$ cat src/rtl/stream_accumulator.sv
// Frame accumulator for the ripple-carry adder output stream.
// Sums COUNT accepted beats, then holds the total with a sticky overflow flag until the consumer takes it.
//
// state | meaning
// ------+----------------------------------------------------------------
// IDLE  | empty frame: acc=0, beat_cnt=0; the first beat loads acc
// ACCUM | frame in progress; each accepted beat adds to acc
// HOLD  | total presented on out_*; no beats accepted until out_ready
module stream_accumulator #(
    parameter int WIDTH = 4,
    parameter int COUNT = 4,
    parameter int ACC_W = 6
) (
    input  logic             clk,
    input  logic             rst_n,
    input  logic             in_valid,
    output logic             in_ready,
    input  logic [WIDTH-1:0] in_a,
    input  logic             in_cin,
    input  logic             abort,
    output logic             out_valid,
    input  logic             out_ready,
    output logic [ACC_W-1:0] out_sum,
    output logic             out_ovf,
    output logic [3:0]       beat_cnt
);

    typedef enum logic [1:0] {
        IDLE  = 2'd0,
        ACCUM = 2'd1,
        HOLD  = 2'd2
    } state_t;

    localparam logic [3:0] LAST_CNT = 4'(COUNT - 1);

    state_t           state_q;
    state_t           state_d;
    logic [ACC_W-1:0] acc_q;
    logic             ovf_q;
    logic [3:0]       cnt_q;
    logic             accept;
    logic             last_beat;
    logic             hold_done;
    logic [ACC_W:0]   sum_next;

    assign accept    = in_valid & in_ready;
    // The beat being accepted is the COUNT-th of the frame.
    assign last_beat = (cnt_q == LAST_CNT);
    assign hold_done = (state_q == HOLD) & out_ready;

    // One spare bit catches the carry out of the accumulator. acc is zero in IDLE,
    // so the same adder covers the first beat of a frame.
    assign sum_next = {1'b0, acc_q}
                    + {{(ACC_W + 1 - WIDTH){1'b0}}, in_a}
                    + {{ACC_W{1'b0}}, in_cin};

    always_ff @(posedge clk or negedge rst_n) begin
        if (!rst_n) begin
            state_q <= IDLE;
        end else begin
            state_q <= state_d;
        end
    end

    always_comb begin
        state_d = state_q;
        if (abort) begin
            state_d = IDLE;
        end else begin
            case (state_q)
                IDLE: begin
                    if (accept) begin
                        state_d = last_beat ? HOLD : ACCUM;
                    end
                end
                ACCUM: begin
                    if (accept && last_beat) begin
                        state_d = HOLD;
                    end
                end
                HOLD: begin
                    if (out_ready) begin
                        state_d = IDLE;
                    end
                end
                default: state_d = IDLE;
            endcase
        end
    end

    always_comb begin
        in_ready  = 1'b0;
        out_valid = 1'b0;
        if (state_q != HOLD) begin
            in_ready = ~abort;
        end
        if (state_q == HOLD) begin
            out_valid = 1'b1;
        end
    end

    always_ff @(posedge clk or negedge rst_n) begin
        if (!rst_n) begin
            acc_q <= '0;
            ovf_q <= 1'b0;
            cnt_q <= '0;
        end else if (abort || hold_done) begin
            acc_q <= '0;
            ovf_q <= 1'b0;
            cnt_q <= '0;
        end else if (accept) begin
            acc_q <= sum_next[ACC_W-1:0];
            ovf_q <= ovf_q | sum_next[ACC_W];
            cnt_q <= cnt_q + 4'd1;
        end
    end

    assign out_sum  = acc_q;
    assign out_ovf  = ovf_q;
    assign beat_cnt = cnt_q;

endmodule

$ cat config.mk
export PLATFORM = sky130hd
export DESIGN_NAME = stream_accumulator
export DESIGN_NICKNAME = d
export VERILOG_FILES = /design/src/rtl/stream_accumulator.sv
export SDC_FILE = /design/constraint.sdc
export NUM_CORES = 1
export LEC_CHECK = 0
export CORE_AREA = 3 3 51 53
export CTS_BUF_LIST = sky130_fd_sc_hd__clkbuf_4 sky130_fd_sc_hd__clkbuf_8
export DETAILED_ROUTE_END_ITERATION = 10
export DIE_AREA = 0 0 54 56
export SLEW_MARGIN = 40
export SYNTH_ARGS = -nofsm -noshare
export SYNTH_HDL_FRONTEND = slang
export SYNTH_SLANG_ARGS = --single-unit
$ cat constraint.sdc
create_clock -name clk -period 2.05 [get_ports clk]
set_input_delay 0.41 -clock clk [delete_from_list [all_inputs] [get_ports clk]]
set_output_delay 0.41 -clock clk [all_outputs]
set_load 0.02 [all_outputs]
==> metrics, run 1 <==
DRC violations left=0; Die Y-Extent=56 um; Sw Ratio=32.1%; post-route fraction of the period consumed by the critical path=95.6%; layout cells sized above 1=17.6%; port buffer count=22; Primary FF master, synth=dfrtp_1; FF-to-FF path depth=7; count of pins on the block boundary=23; first-pass detailed-route iteration total=3; Resized Gates After CTS=0; category of the worst setup path launch point=input port; number of nets in the layout=119; RSZ-0062 raised after global routing=false; number of flops mapped to enable cells by yosys=0; total core area=2190 um^2; area enclosed by the die boundary=3020 um^2; via count of the first global-routing pass=648; initial antenna violation count=0; outcome=complete, no violations; diode count=0; post-route worst setup slack=91.0 ps; endpoint of the worst hold-timing path=state_q[0]; min Tclk post-route=1960 ps; WP data required=1640 ps; hold violation total from the final report=0; Netlist Area Pre-Place=767 um^2; share of total power in the clock network=23.1%; Reg-to-Reg End=out_sum[4]; slew of the pin with the lowest slew margin=586 ps; number of max-slew violations in the final report=0; Setup TNS=0 ps; signal arrival time at the worst endpoint=1550 ps; Comb pwr share=33.3%; Slew Limit Headroom=60.8%; setup slack of the most critical reg-to-reg path=360 ps; Placement Cell Area=1040 um^2; Root Buffer=clkbuf_4; pin count of the biggest net entering global routing=14; number of buffers on the longest clock path=2; VDD IR max=0.319 mV; Reg clk slew, reported paths=90 ps; hpwl dp=1.31 mm; via/cell ratio=4.97; Placer Congestion=0.717; Crit Path Class=input port to primary output; Final ANT Viol Nets=0; setup slack at placement=-228 ps; Final Setup Violations=0; start of the worst register-to-register path=out_sum[0]; Post-synth ARST share=100%; Leak Pwr=0.000481 uW; commonest non-fill, non-tap cells in the layout=22 x clkdlybuf4s50_1, 13 x dfrtp_1, 8 x nor2_1; number of standard cells after synthesis=73; per-cell routed wire length=12.7 um; number of setup buffers added after CTS=0; CTS tree=yes; syn avg cell area=10.5 um^2; worst hold path depth=1; Warnings, synthesis=0; cell-internal power=470 uW; Die Width=54 um; area grow syn2layout=41.4%; share of synthesized area occupied by flip-flops and latches=42.4%; critical path endpoint category=primary output; Hold Crit Class=register to register; Layout Skew=4.89 ps; HP Start=state_q[1]; first-pass GRT wire length=2.78 mm; Final Instance Area=1080 um^2; number of inserted filler cells in the final layout=216; maximum clock frequency=510 MHz; power share of the sequential group=43.6%; maximum net fanout on the critical path=2; Pwr per Cell Area=638 nW/um^2; DRT Wirelength=1.65 mm; CTS H-tree depth=1; Yosys cell types=30; CTS sink count=13; starting density of the core=35.0%; iteration-0 DRC count of the detailed router=14; max-cap violations=0; most common cell after layout, fill and taps aside=clkdlybuf4s50_1; total of flip-flops plus latches after synthesis=13; clock latency on the worst-skew pair=270 ps; all-layer global routing usage=12.4%; site row count=17; overflow left after global routing=0; total net switching power=223 uW; number of vias after detailed routing=646; net count after synthesis=89; number of buffers created by CTS=3; hold buffer count at CTS=0
==> flip-flops by register name, indices dropped and copies added, names as in the netlist <==
| signal | flops |
|---|---|
| state_q | 2 |
| out_sum | 6 |
| beat_cnt | 4 |
| out_ovf | 1 |
==> worst max-delay path by stage <==
stage / startpoint / endpoint / slack, ps / depth (start not counted)
2_1_floorplan: out_sum[0] / out_sum[4] / 300 / 7
3_3_place_gp: in_a[0] / out_sum[4] / -190 / 8
3_5_place_dp: in_a[0] / out_sum[4] / -230 / 8
4_1_cts: in_a[0] / out_sum[4] / 60 / 8
5_1_grt: abort / in_ready / 40 / 3
6_report: abort / in_ready / 90 / 3
==> logic make-up (layout without fill, tap and decap cells) <==
logic type	after synthesis	count (layout)	synth area share, %
mux	3	3	4.08
fa+ha+maj	6	6	11.7
compound gates	19	19	18.9
simple gates	19	19	13.4
xor+xnor	3	3	3.43
flops	13	13	42.4
buf+inv	10	39	6.04
==> critical path, cell delays in order <==
cell             delay [ps]
clkdlybuf4s50_1         430
nor2_1                  110
clkdlybuf4s50_1         600
==> synthesized netlist by cell type (2+ instances only) <==
| cell | instances | area (um^2) |
|---|---|---|
| dfrtp_1 | 13 | 325 |
| nor2_1 | 8 | 30.0 |
| inv_1 | 7 | 26.3 |
| a22o_1 | 4 | 35.0 |
| ha_1 | 4 | 50.1 |
| nor4_1 | 3 | 18.8 |
| xnor2_1 | 3 | 26.3 |
| a211oi_1 | 2 | 15.0 |
| a21o_1 | 2 | 15.0 |
| a21oi_1 | 2 | 10.0 |
| fa_1 | 2 | 40.0 |
| mux2i_1 | 2 | 20.0 |
| nand2_1 | 2 | 7.51 |
| nor2b_1 | 2 | 12.5 |
| o21ai_0 | 2 | 10.0 |
==> power by group through the flow <==
stage	clock (uW)	sequential [uW]	combinational [uW]
2_1_floorplan	0	326	107
3_3_place_gp	0	306	222
3_5_place_dp	0	305	226
4_1_cts	164	302	226
5_1_grt	177	306	256
6_report	160	302	231
==> metrics by stage <==
stage / util (%) / hold slack (ps) / cells / power [uW]
after CTS: 48.9 / 463 / 130 / 691
after detailed placement: 47.6 / 451 / 126 / 531
after floorplan: - / 114 / 73 / 433
after global placement: 47.6 / 451 / 126 / 528
final: 49.5 / 466 / 130 / 692
after global routing: 49.5 / 502 / 130 / 739
==> per-layer routing <==
| metal | up-vias | wire, um | GRT usage (%) |
|---|---|---|---|
| met4 | 0 | 0 | 6.41 |
| met5 | - | 0 | 0 |
| met1 | 310 | 727 | 15.1 |
| met2 | 16 | 816 | 19.4 |
| met3 | 0 | 102 | 3.49 |
| li1 | 320 | - | - |
==> layout make-up <==
type                    count  area [um^2]  share of cell area (%)
inverters                   8         30.0                    2.77
clock inverters             1         5.00                   0.461
well taps                  28         35.0                    3.23
flip-flops and latches     13          325                    30.0
clock buffers               3         22.5                    2.08
repair buffers             27          258                    23.8
multi-input cells          50          409                    37.7
(Power assumes the default switching activity.)
==> inputs of run 2 (changes only) <==
Settings changed: SLEW_MARGIN 40 to 20.
==> results of run 2 <==
No change in the layout: final DEF, timing and power equal those of run 1.
==> inputs of run 3 (changes only) <==
Settings changed: CORE_AREA 3 3 51 53 to 3 3 40 42, DIE_AREA 0 0 54 56 to 0 0 43 45, DONT_BUFFER_PORTS set to 1, PLACE_DENSITY set to 0.73.
==> run 3 against run 2 <==
Sequential share of layout area rose by 9.8 points. Clock skew is 1.8 ps lower. Wire length down 14%. Global-route usage grew 4.6 points. Via count down 15%. Flip-flop and latch count unchanged. Critical path depth grew 4. Non-clock buffer count shrank 25. Sequential power up 8.3%.
==> metrics, run 3 (synthesis results as in run 1) <==
total core area=1280 um^2 (-41%); Resized Gates After CTS=0 (unchanged); Pwr per Cell Area=763 nW/um^2 (+20%); initial antenna violation count=0 (unchanged); total net switching power=197 uW (-12%); slew of the pin with the lowest slew margin=602 ps (+16.0 ps); critical path endpoint category=register; first-pass GRT wire length=2.39 mm (-14%); Placer Congestion=0.747 (+4.2%); signal arrival time at the worst endpoint=2050 ps (+500 ps); via/cell ratio=6.00 (+21%); DRC violations left=0 (unchanged); most common cell after layout, fill and taps aside=dfrtp_1; Root Buffer=clkbuf_4; Final ANT Viol Nets=0 (unchanged); hold violation total from the final report=0 (unchanged); max-cap violations=0 (unchanged); Die Width=43 um (-20%); RSZ-0062 raised after global routing=false; number of vias after detailed routing=552 (-15%); maximum clock frequency=539 MHz (+5.5%); CTS tree=yes; via count of the first global-routing pass=563 (-13%); Slew Limit Headroom=59.7% (-1.1 points); starting density of the core=59.7% (+25 points); hpwl dp=1.10 mm (-16%); Setup TNS=0 ps (unchanged); category of the worst setup path launch point=register; total power draw=623 uW (-10%); VDD IR max=0.380 mV (+19%); pin count of the biggest net entering global routing=14 (unchanged); WP data required=2250 ps (+610 ps); placed cell count=87 (-31%); area grow syn2layout=6.53%; CTS sink count=13 (unchanged); CTS H-tree depth=1 (unchanged); all-layer global routing usage=17.0% (+4.6 points); min Tclk post-route=1860 ps (-102 ps); layout cells sized above 1=13.0% (-4.7 points); number of nets in the layout=94 (-21%); clock latency on the worst-skew pair=270 ps (about the same); Reg clk slew, reported paths=80 ps (about the same); per-cell routed wire length=15.3 um (+21%); commonest non-fill, non-tap cells in the layout=13 x dfrtp_1, 8 x nor2_1, 7 x inv_1; Min Hold Slack=198 ps (-267 ps); first-pass detailed-route iteration total=4 (+1); iteration-0 DRC count of the detailed router=9 (-5); post-route fraction of the period consumed by the critical path=90.6% (-5.0 points); Sw Ratio=31.6% (-0.56 points); power share of the sequential group=52.5% (+8.9 points); share of total power in the clock network=27.4% (+4.3 points); diode count=0 (unchanged); site row count=13 (-4); Hold Crit Class=input port to register; port buffer count=0 (-100%); Comb pwr share=20.1% (-13 points); DRT Wirelength=1.41 mm (-14%); number of flip-flops in the largest register=6 (unchanged); number of max-slew violations in the final report=0 (unchanged); Final Setup Violations=0 (unchanged); outcome=complete, no violations; area enclosed by the die boundary=1940 um^2 (-36%); Crit Path Class=register to register; cell-internal power=426 uW (-9.3%); number of buffers created by CTS=3 (unchanged); non-filler cells, final=92 (-29%); number of buffers on the longest clock path=2 (unchanged); Layout Skew=3.05 ps (-1.84 ps); count of pins on the block boundary=23 (unchanged); maximum net fanout on the critical path=3 (+1); Leak Pwr=0.000385 uW (-20%); fraction of the core area covered by cells at the end of the flow=63.6% (+14 points); Die Y-Extent=45 um (-20%); overflow left after global routing=0 (unchanged)
==> run 3: per-stage QoR <==
stage	setup slack [ps]	area (um^2)
2_1_floorplan	305	767
3_3_place_gp	219	777
3_5_place_dp	192	777
4_1_cts	178	817
5_1_grt	112	817
6_report	193	817
==> run 3: path summary, 6_finish.rpt <==
check	cells past startpoint	slack, ps	end	from
setup / recovery	7	190	out_sum[4]	out_sum[0]
hold / removal	1	200	state_q[1]	abort
setup reg to reg	7	190	out_sum[4]	out_sum[0]
hold reg to reg	1	460	state_q[0]	state_q[1]
max in group asynchronous	1	1080	beat_cnt[1]	rst_n
min in group asynchronous	1	580	beat_cnt[3]	rst_n
==> run 3: power groups by stage <==
stage | Combinational, uW | Clock, uW | Sequential (uW)
2_1_floorplan | 107 | 0 | 326
3_3_place_gp | 117 | 0 | 333
3_5_place_dp | 122 | 0 | 333
6_report | 125 | 171 | 327
5_1_grt | 145 | 193 | 332
4_1_cts | 128 | 173 | 329
==> run 3: worst max-delay path, stage by stage (launching register included) <==
cell and delay, ps:
dfrtp_1 480, fa_1 440, inv_1 90, fa_1 200
nor2b_1 60, o21a_1 180, o21ai_1 160, mux2i_1 190
==> run 3: routing by layer <==
metal	routed length, um	GRT usage (%)	share of wire (%)
met5	0	0	0
met4	13	9.04	0.92
met3	94	6.77	6.7
met2	652	27.2	46
met1	649	19.8	46
==> run 3: cell type report <==
class | count | area [um^2]
Clock buffer | 4 | 30.0
Sequential cell | 13 | 325
Multi-Input combinational cell | 50 | 395
Timing Repair Buffer | 2 | 17.5
Inverter | 8 | 30.0
Fill cell | 117 | 468
Tap cell | 15 | 18.8
==> run 3: timing repair <==
action,4_1_cts,5_1_grt
hold buffers,1,0
endpoints found under the setup margin,0,0
hold endpoints to repair,13,0
buffers inserted,0,0
